### src/rtl/core_seq_ctrl_pkg.sv
// rtl/core_seq_ctrl_pkg.sv - shared state encodings and defaults for the core sequencer
//
// Purpose: one place for the sequencer state encoding so trace/difftest logic
// decodes state_dbg the same way the FSM drives it.
// Contents: STATE_W, state_e (S_IDLE..S_ERR), default watchdog width/limit.
package core_seq_ctrl_pkg;

  localparam int STATE_W     = 3;
  localparam int TMO_W_DEF   = 8;
  localparam int TMO_MAX_DEF = 255;

  typedef enum logic [STATE_W-1:0] {
    S_IDLE  = 3'd0,
    S_FETCH = 3'd1,
    S_EXEC  = 3'd2,
    S_MEM   = 3'd3,
    S_WB    = 3'd4,
    S_HALT  = 3'd5,
    S_ERR   = 3'd6
  } state_e;

endpackage

### src/rtl/core_seq_ctrl_watchdog.sv
// rtl/core_seq_ctrl_watchdog.sv - handshake watchdog counter for the core sequencer
//
// Purpose: counts cycles spent waiting on a fetch or memory response.
// Ports:
//   clk, rst  clock, asynchronous active-high reset
//   clr       force count to 0 (has priority over en)
//   en        increment count this cycle
//   expired   count has reached TMO_MAX
module core_seq_ctrl_watchdog #(
  parameter int TMO_W   = 8,
  parameter int TMO_MAX = 255
) (
  input  logic clk,
  input  logic rst,
  input  logic clr,
  input  logic en,
  output logic expired
);

  localparam logic [TMO_W-1:0] LIMIT = TMO_W'(TMO_MAX);

  logic [TMO_W-1:0] cnt;

  always_ff @(posedge clk or posedge rst) begin
    if (rst) begin
      cnt <= '0;
    end else if (clr) begin
      cnt <= '0;
    end else if (en) begin
      cnt <= cnt + TMO_W'(1);
    end
  end

  assign expired = (cnt == LIMIT);

endmodule

### src/rtl/core_seq_ctrl.sv
// rtl/core_seq_ctrl.sv - multi-cycle fetch/exec/mem/writeback sequencer for the single-issue core
//
// Purpose: steps one instruction at a time through FETCH, EXEC, optional MEM and WB,
// with a watchdog on the fetch and memory handshakes, sticky halt on ebreak and
// sticky bus error on watchdog expiry.
// Ports:
//   clk, rst       clock, asynchronous active-high reset
//   ifu_req        fetch request, high throughout FETCH
//   ifu_rvalid     fetch data valid (honoured only in FETCH)
//   inst_latch_en  instruction capture pulse, cycle ifu_rvalid is accepted
//   dec_mem        decoded load/store (sampled in EXEC)
//   dec_rf_wen     decoded rd write (sampled in WB)
//   dec_ebreak     decoded ebreak (sampled in EXEC)
//   lsu_req        memory request, high throughout MEM
//   lsu_done       memory completion (honoured only in MEM)
//   rf_wen         register-file write strobe
//   pc_update_en   PC advance strobe, one cycle per retired instruction
//   halted         sticky, ebreak retired
//   bus_err        sticky, watchdog expired
//   state_dbg      current state encoding
module core_seq_ctrl
  import core_seq_ctrl_pkg::*;
#(
  parameter int TMO_W   = TMO_W_DEF,
  parameter int TMO_MAX = TMO_MAX_DEF
) (
  input  logic               clk,
  input  logic               rst,
  output logic               ifu_req,
  input  logic               ifu_rvalid,
  output logic               inst_latch_en,
  input  logic               dec_mem,
  input  logic               dec_rf_wen,
  input  logic               dec_ebreak,
  output logic               lsu_req,
  input  logic               lsu_done,
  output logic               rf_wen,
  output logic               pc_update_en,
  output logic               halted,
  output logic               bus_err,
  output logic [STATE_W-1:0] state_dbg
);

  state_e state;
  state_e nxt;
  logic   wd_clr;
  logic   wd_en;
  logic   wd_exp;

  // Every path into FETCH or MEM comes from a state that is neither, so holding
  // the counter cleared outside those two states gives a fresh count on entry.
  assign wd_clr = (state != S_FETCH) && (state != S_MEM);
  assign wd_en  = ((state == S_FETCH) && !ifu_rvalid) ||
                  ((state == S_MEM)   && !lsu_done);

  core_seq_ctrl_watchdog #(
    .TMO_W   (TMO_W),
    .TMO_MAX (TMO_MAX)
  ) u_watchdog (
    .clk     (clk),
    .rst     (rst),
    .clr     (wd_clr),
    .en      (wd_en),
    .expired (wd_exp)
  );

  // A response in the same cycle as expiry wins: it is tested first.
  always_comb begin
    nxt = state;
    case (state)
      S_IDLE:  nxt = S_FETCH;
      S_FETCH: begin
        if (ifu_rvalid)  nxt = S_EXEC;
        else if (wd_exp) nxt = S_ERR;
      end
      S_EXEC: begin
        if (dec_ebreak)   nxt = S_HALT;
        else if (dec_mem) nxt = S_MEM;
        else              nxt = S_WB;
      end
      S_MEM: begin
        if (lsu_done)    nxt = S_WB;
        else if (wd_exp) nxt = S_ERR;
      end
      S_WB:    nxt = S_FETCH;
      S_HALT:  nxt = S_HALT;
      S_ERR:   nxt = S_ERR;
      default: nxt = S_IDLE;
    endcase
  end

  // Level outputs are registered from the next state so they line up with state.
  always_ff @(posedge clk or posedge rst) begin
    if (rst) begin
      state   <= S_IDLE;
      ifu_req <= 1'b0;
      lsu_req <= 1'b0;
      halted  <= 1'b0;
      bus_err <= 1'b0;
    end else begin
      state   <= nxt;
      ifu_req <= (nxt == S_FETCH);
      lsu_req <= (nxt == S_MEM);
      halted  <= (nxt == S_HALT);
      bus_err <= (nxt == S_ERR);
    end
  end

  // Strobes are decoded from the current state so they fire in the accepting cycle.
  assign inst_latch_en = (state == S_FETCH) && ifu_rvalid;
  assign pc_update_en  = (state == S_WB);
  assign rf_wen        = (state == S_WB) && dec_rf_wen;
  assign state_dbg     = state;

endmodule
### config.mk
export PLATFORM = sky130hd
export DESIGN_NAME = core_seq_ctrl
export DESIGN_NICKNAME = d
export VERILOG_FILES = /design/src/rtl/core_seq_ctrl_pkg.sv /design/src/rtl/core_seq_ctrl_watchdog.sv /design/src/rtl/core_seq_ctrl.sv
export SDC_FILE = /design/constraint.sdc
export NUM_CORES = 1
export LEC_CHECK = 0
export ABC_AREA = 1
export CORE_MARGIN = 2
export CORE_UTILIZATION = 48
export DETAILED_ROUTE_END_ITERATION = 12
export PLACE_DENSITY = 0.75
export SYNTH_ARGS = -nofsm -noshare
export SYNTH_HDL_FRONTEND = slang
export SYNTH_HIERARCHICAL = 1
export SYNTH_SLANG_ARGS = --single-unit
### constraint.sdc
create_clock -name clk -period 2 [get_ports clk]
set_input_delay 0.3 -clock clk [delete_from_list [all_inputs] [get_ports clk]]
set_output_delay 0.3 -clock clk [all_outputs]
set_load 0.1 [all_outputs]
==> impl_results.md <==
- Hold Fails Final Rpt: 0
- Post-synth EDFFs: 0
- Maximum clock rate: 582 MHz
- Arr. time, crit path: 1.42 ns
- Final-stage net count: 147
- Syn_nets: 126
- Num Clock Sinks: 15
- Via density: 4.93
- Final ANT Viol Nets: 0
- # H-tree levels: 1
- Vias: 804
- Layout cells sized above 1: 0.297
- IO Pins: 17
- Syn Std Cell Area: 900 um^2
- Synth Flop Type: dfrtp_1
- DRT Wirelength: 1910 um
- Maximum VDD drop: 1060 uV
- RSZ-0062 raised after global routing: no
- Final Skew: 0.00357 ns
- Setup bufs post-CTS: 0
- Setup slack after placement: 0.309 ns
- Worst slew margin: 0.704
- Area delta synth->final: 29.9%
- YS warnings: 6
- Wirelength per Cell: 11.7 um
- Leak Pwr: 0.576 nW
- Startpoint Class: flop
- Dpl hpwl: 1560 um
- Max-Cap Viols: 0
- Sequential element share of the synthesized area: 0.417
- Pin count of the biggest net entering global routing: 10
- Die area: 2240 um^2
- Worst setup EP type: primary output
- Storage element area: 382 um^2
- Yosys reg bits: 15
- Hold crit path type: in -> async
- Starting Density: 0.515
- Worst R2R Start: u_watchdog/cnt[0]$_DFFE_PP0P_
- Post-route setup slack: 0.283 ns
- Multi-input gate area: 479 um^2
- Core Region: 1750 um^2
- Die width: 47.3 um
- Clock Latency Late Sink: 0.28 ns
- Reg2Reg Setup Slack: 0.31 ns
- PostCTS Resize Cnt: 0
- Netlist cell types: 25
- Antenna violations before repair: 0
- Final setup viols: 0
- Clock transition at path regs: 0.09 ns
- RePlAce Congestion: 0.928
- Initial detailed-routing violation count: 20
- Residual DRC count: 0
- Vias in the first global route: 748
- Crit Path Class: reg -> out
- Clk buf depth: 2
- Max Slew Vio Count: 0
- Worst-path maximum fanout: 9
- Worst Max-Slew Pin Slew: 0.439 ns
- Post-layout min period: 1.72 ns
- Layout fillers: 147
- Port bufs: 16
- Hold buffers post-CTS: 0
- Total grt overflow: 0
- Final Core Density: 0.670
- Global-route wire length before repair: 3280 um
- Setup TNS: 0 ns
- Core Rows: 15
- Overall Global Routing Usage: 0.211
- Syn Inst Count: 118
- Status: finished clean
- Post-synthesis area per instance: 7.62 um^2
- Ys async rst share: 1.00
- Design Area, Final: 1170 um^2
- CTS buffer count: 3
- Antenna cells: 0
- Fin cells: 163
- R2R cell count: 9
- Area after DPL: 1140 um^2
- Chip Height: 47.3 um
- Critical path required time: 1.70 ns
- TritonCTS clock tree: done
- Initial DRT Pass Iterations: 4
- Placed cell count: 159
- Final period util: 0.859
- Crit Reg-Reg Endpoint: bus_err$_DFF_PP0_
- Root Buffer: clkbuf_4
- Pwr per Cell Area: 1640 nW/um^2
==> sequential cells by signal, indices dropped and copies added, names as in the netlist <==
signal / flops
halted: 1
bus_err: 1
lsu_req: 1
state_dbg: 3
u_watchdog/cnt: 8
ifu_req: 1
==> synthesized netlist by cell type, types with 2 or more instances <==
cell type / number / area (um^2)
nand4_1: 2 / 12.5
inv_1: 15 / 56.3
nor2_4: 4 / 45.0
o21ai_0: 2 / 10.0
dfrtp_1: 15 / 375
nor2_1: 20 / 75.1
nand2_2: 5 / 31.3
a31oi_1: 2 / 12.5
nand2_1: 22 / 82.6
nand3_1: 11 / 55.1
nor2_2: 4 / 25.0
a21oi_1: 3 / 15.0
==> per-layer routing <==
metal,share of wire,up-vias,track usage
met2,0.49,26,0.338
met5,0,-,0
li1,-,413,-
met3,0.054,2,0.0769
met4,0.0026,0,0.0278
met1,0.45,363,0.279
==> where the power goes <==
part | leakage [nW] | switching (W) | internal, W
logic | 0.360 | 0.000937 | 0.000340
clock network | 0.0177 | 0.0000973 | 0.0000743
registers | 0.198 | 0.0000891 | 0.000378
==> layout make-up <==
| cell class | instances | area share |
|---|---|---|
| clock buffer | 3 | 0.0193 |
| timing repair buffer | 17 | 0.154 |
| inverter | 17 | 0.0589 |
| sequential | 15 | 0.327 |
| tap | 25 | 0.0268 |
| clock inverter | 1 | 0.00428 |
| multi-input combinational | 85 | 0.410 |
==> critical path, stage by stage (launching register included) <==
cell and delay (ns):
dfrtp_4 0.55, inv_4 0.09, nand2_4 0.06, nor3b_4 0.23
buf_12 0.20
==> metrics by stage <==
step	hold WS (ns)	total power (W)
final	0.268	0.00192
after detailed placement	0.486	0.00175
after global placement	0.475	0.00174
after floorplan	0.103	0.00148
after CTS	0.265	0.00192
after global routing	0.308	0.00202
==> kinds of logic after synthesis <==
logic type | Yosys count | share of synthesized area
DFF | 15 | 0.417
buffers and inverters | 18 | 0.0821
adders and majority gates | 1 | 0.0139
xor gates and xnor gates | 1 | 0.00974
AOI/OAI and AO/OA | 10 | 0.0668
and+or+nand+nor | 73 | 0.410
==> layout by cell type (no fill, tap or decap), types with 5 or more instances in the layout <==
master / n
nor2_1: 18
nor2_4: 5
clkdlybuf4s50_1: 6
dfrtp_1: 12
buf_4: 8
nand3_1: 11
nand2_2: 5
inv_1: 14
nand2_1: 21
nor2_2: 5
==> worst max-delay path by stage <==
| stage | start | to | depth (start not counted) |
|---|---|---|---|
| 6_report | state_dbg[0]$_DFF_PP0_ | rf_wen | 4 |
| 5_1_grt | u_watchdog/cnt[0]$_DFFE_PP0P_ | bus_err$_DFF_PP0_ | 11 |
| 3_5_place_dp | lsu_done | u_watchdog/cnt[7]$_DFFE_PP0P_ | 7 |
| 3_3_place_gp | lsu_done | u_watchdog/cnt[7]$_DFFE_PP0P_ | 7 |
| 2_1_floorplan | state_dbg[0]$_DFF_PP0_ | rf_wen | 4 |
| 4_1_cts | state_dbg[0]$_DFF_PP0_ | rf_wen | 4 |
Note: power is estimated with default switching activity, not from simulation.
==> RTL change (same flow settings) <==
Set the package constant `TMO_W_DEF` to 10 (it was 8).
--- a/src/rtl/core_seq_ctrl_pkg.sv
+++ b/src/rtl/core_seq_ctrl_pkg.sv
@@ -6,7 +6,7 @@
 package core_seq_ctrl_pkg;
 
   localparam int STATE_W     = 3;
-  localparam int TMO_W_DEF   = 8;
+  localparam int TMO_W_DEF   = 10;
   localparam int TMO_MAX_DEF = 255;
 
   typedef enum logic [STATE_W-1:0] {
Behaviour: same outputs for any inputs over 10 cycles, from zero or initial values and one cycle with rst high; that may be too few to reach the edited logic, so the function may still have changed.
==> RTL change against the original RTL <==
- sequential cell count is 2 higher
- area after synthesis is 17% higher
- via count is 18% higher
- design area is 13% higher
- power is 3.1% higher
- synthesized cell count is 19% higher
- wire length is 15% higher
- setup slack worse by 0.14 ns
- fmax is 7.4% lower
==> RTL change: results (changes against the original RTL) <==
Finish
  • Max reg flops: 10 (was 8)
  • Share of layout cells above drive strength 1: 26.9% (was 29.7%)

GRT
  • GRT met3 Usage: 5.36% (was 7.69%)
  • Met2 Use GR: 36.8% (was 33.8%)

Pwr
  • Sequential power: 0.513 mW (was 0.467 mW)
  • VDD IR max: 1.24 mV (was 1.06 mV)
  • Leakage: 0.632 nW (was 0.576 nW)

Place
  • Placer Congestion: 0.966 (was 0.928)
  • Final HPWL DP: 1740 microns (was 1560 microns)
  • Pre-CTS WS: 0.205 ns (was 0.309 ns)
  • Placed inst area: 0.00129 sq mm (was 0.00114 sq mm)

Worst setup path
  • Delay-heaviest family, CP: simple AND/OR/NAND/NOR gates (was flip-flops)
  • Reg2Reg Setup Slack: 0.15 ns (was 0.31 ns)
  • Kind of critical path: register to register (was register to output pin)
  • Worst path max stage delay: 0.41 ns (was 0.55 ns)
  • Max Fanout on Critical Path: 4 (was 9)

Routing
  • DR vias: 946 (was 804)
  • First DRT Iteration DRCs: 17 (was 20)
  • Met1 WL: 978 microns (was 861 microns)

Synthesis
  • Mapped Cells: 140 (was 118)
  • Top post-synthesis cells by count: nand2_1, nor2_1, inv_1, dfrtp_1, nand3_1 (was nand2_1, nor2_1, dfrtp_1, inv_1, nand3_1)
  • Sequential-to-total area share from yosys stat: 40.6% (was 41.7%)
  • Syn nets: 148 (was 126)
  • Synth area leaders: dfrtp_1, nand2_1, nor2_1 (unchanged)

STA
  • Worst clock skew: 0.00258 ns (was 0.00357 ns)
  • Hold Slack: 0.239 ns (was 0.268 ns)

Run status
  • Status: finished, final reports clean (unchanged)
## RTL change: worst reg2reg max path: stages, from the launching register on
cell and delay (ns):
dfrtp_1 0.41, ha_1 0.21, nand3_1 0.16, nor4_1 0.39, inv_1 0.11, nand2_1 0.07, nor2_1 0.05, nand2_2 0.07
nand2_2 0.06, nor2_4 0.12, nand2_1 0.05, nor2_1 0.08
## RTL change: cell families (layout without fill, tap and decap cells)
| group | count (synthesis) | after routing | share of synthesized area [%] |
|---|---|---|---|
| buf+inv | 22 | 42 | 8.47 |
| fa+ha+maj | 1 | 1 | 1.19 |
| flops | 17 | 17 | 40.6 |
| compound gates | 10 | 10 | 5.25 |
| simple gates | 89 | 89 | 43.7 |
| xor+xnor | 1 | 1 | 0.835 |
## RTL change: layout make-up
class	count	area, sq um
clock buffers	3	22.5
well taps	27	33.8
multi-input cells	101	563
clock inverters	1	5.00
fillers	181	682
flip-flops and latches	17	432
inverters	21	83.8
repair buffers	17	180
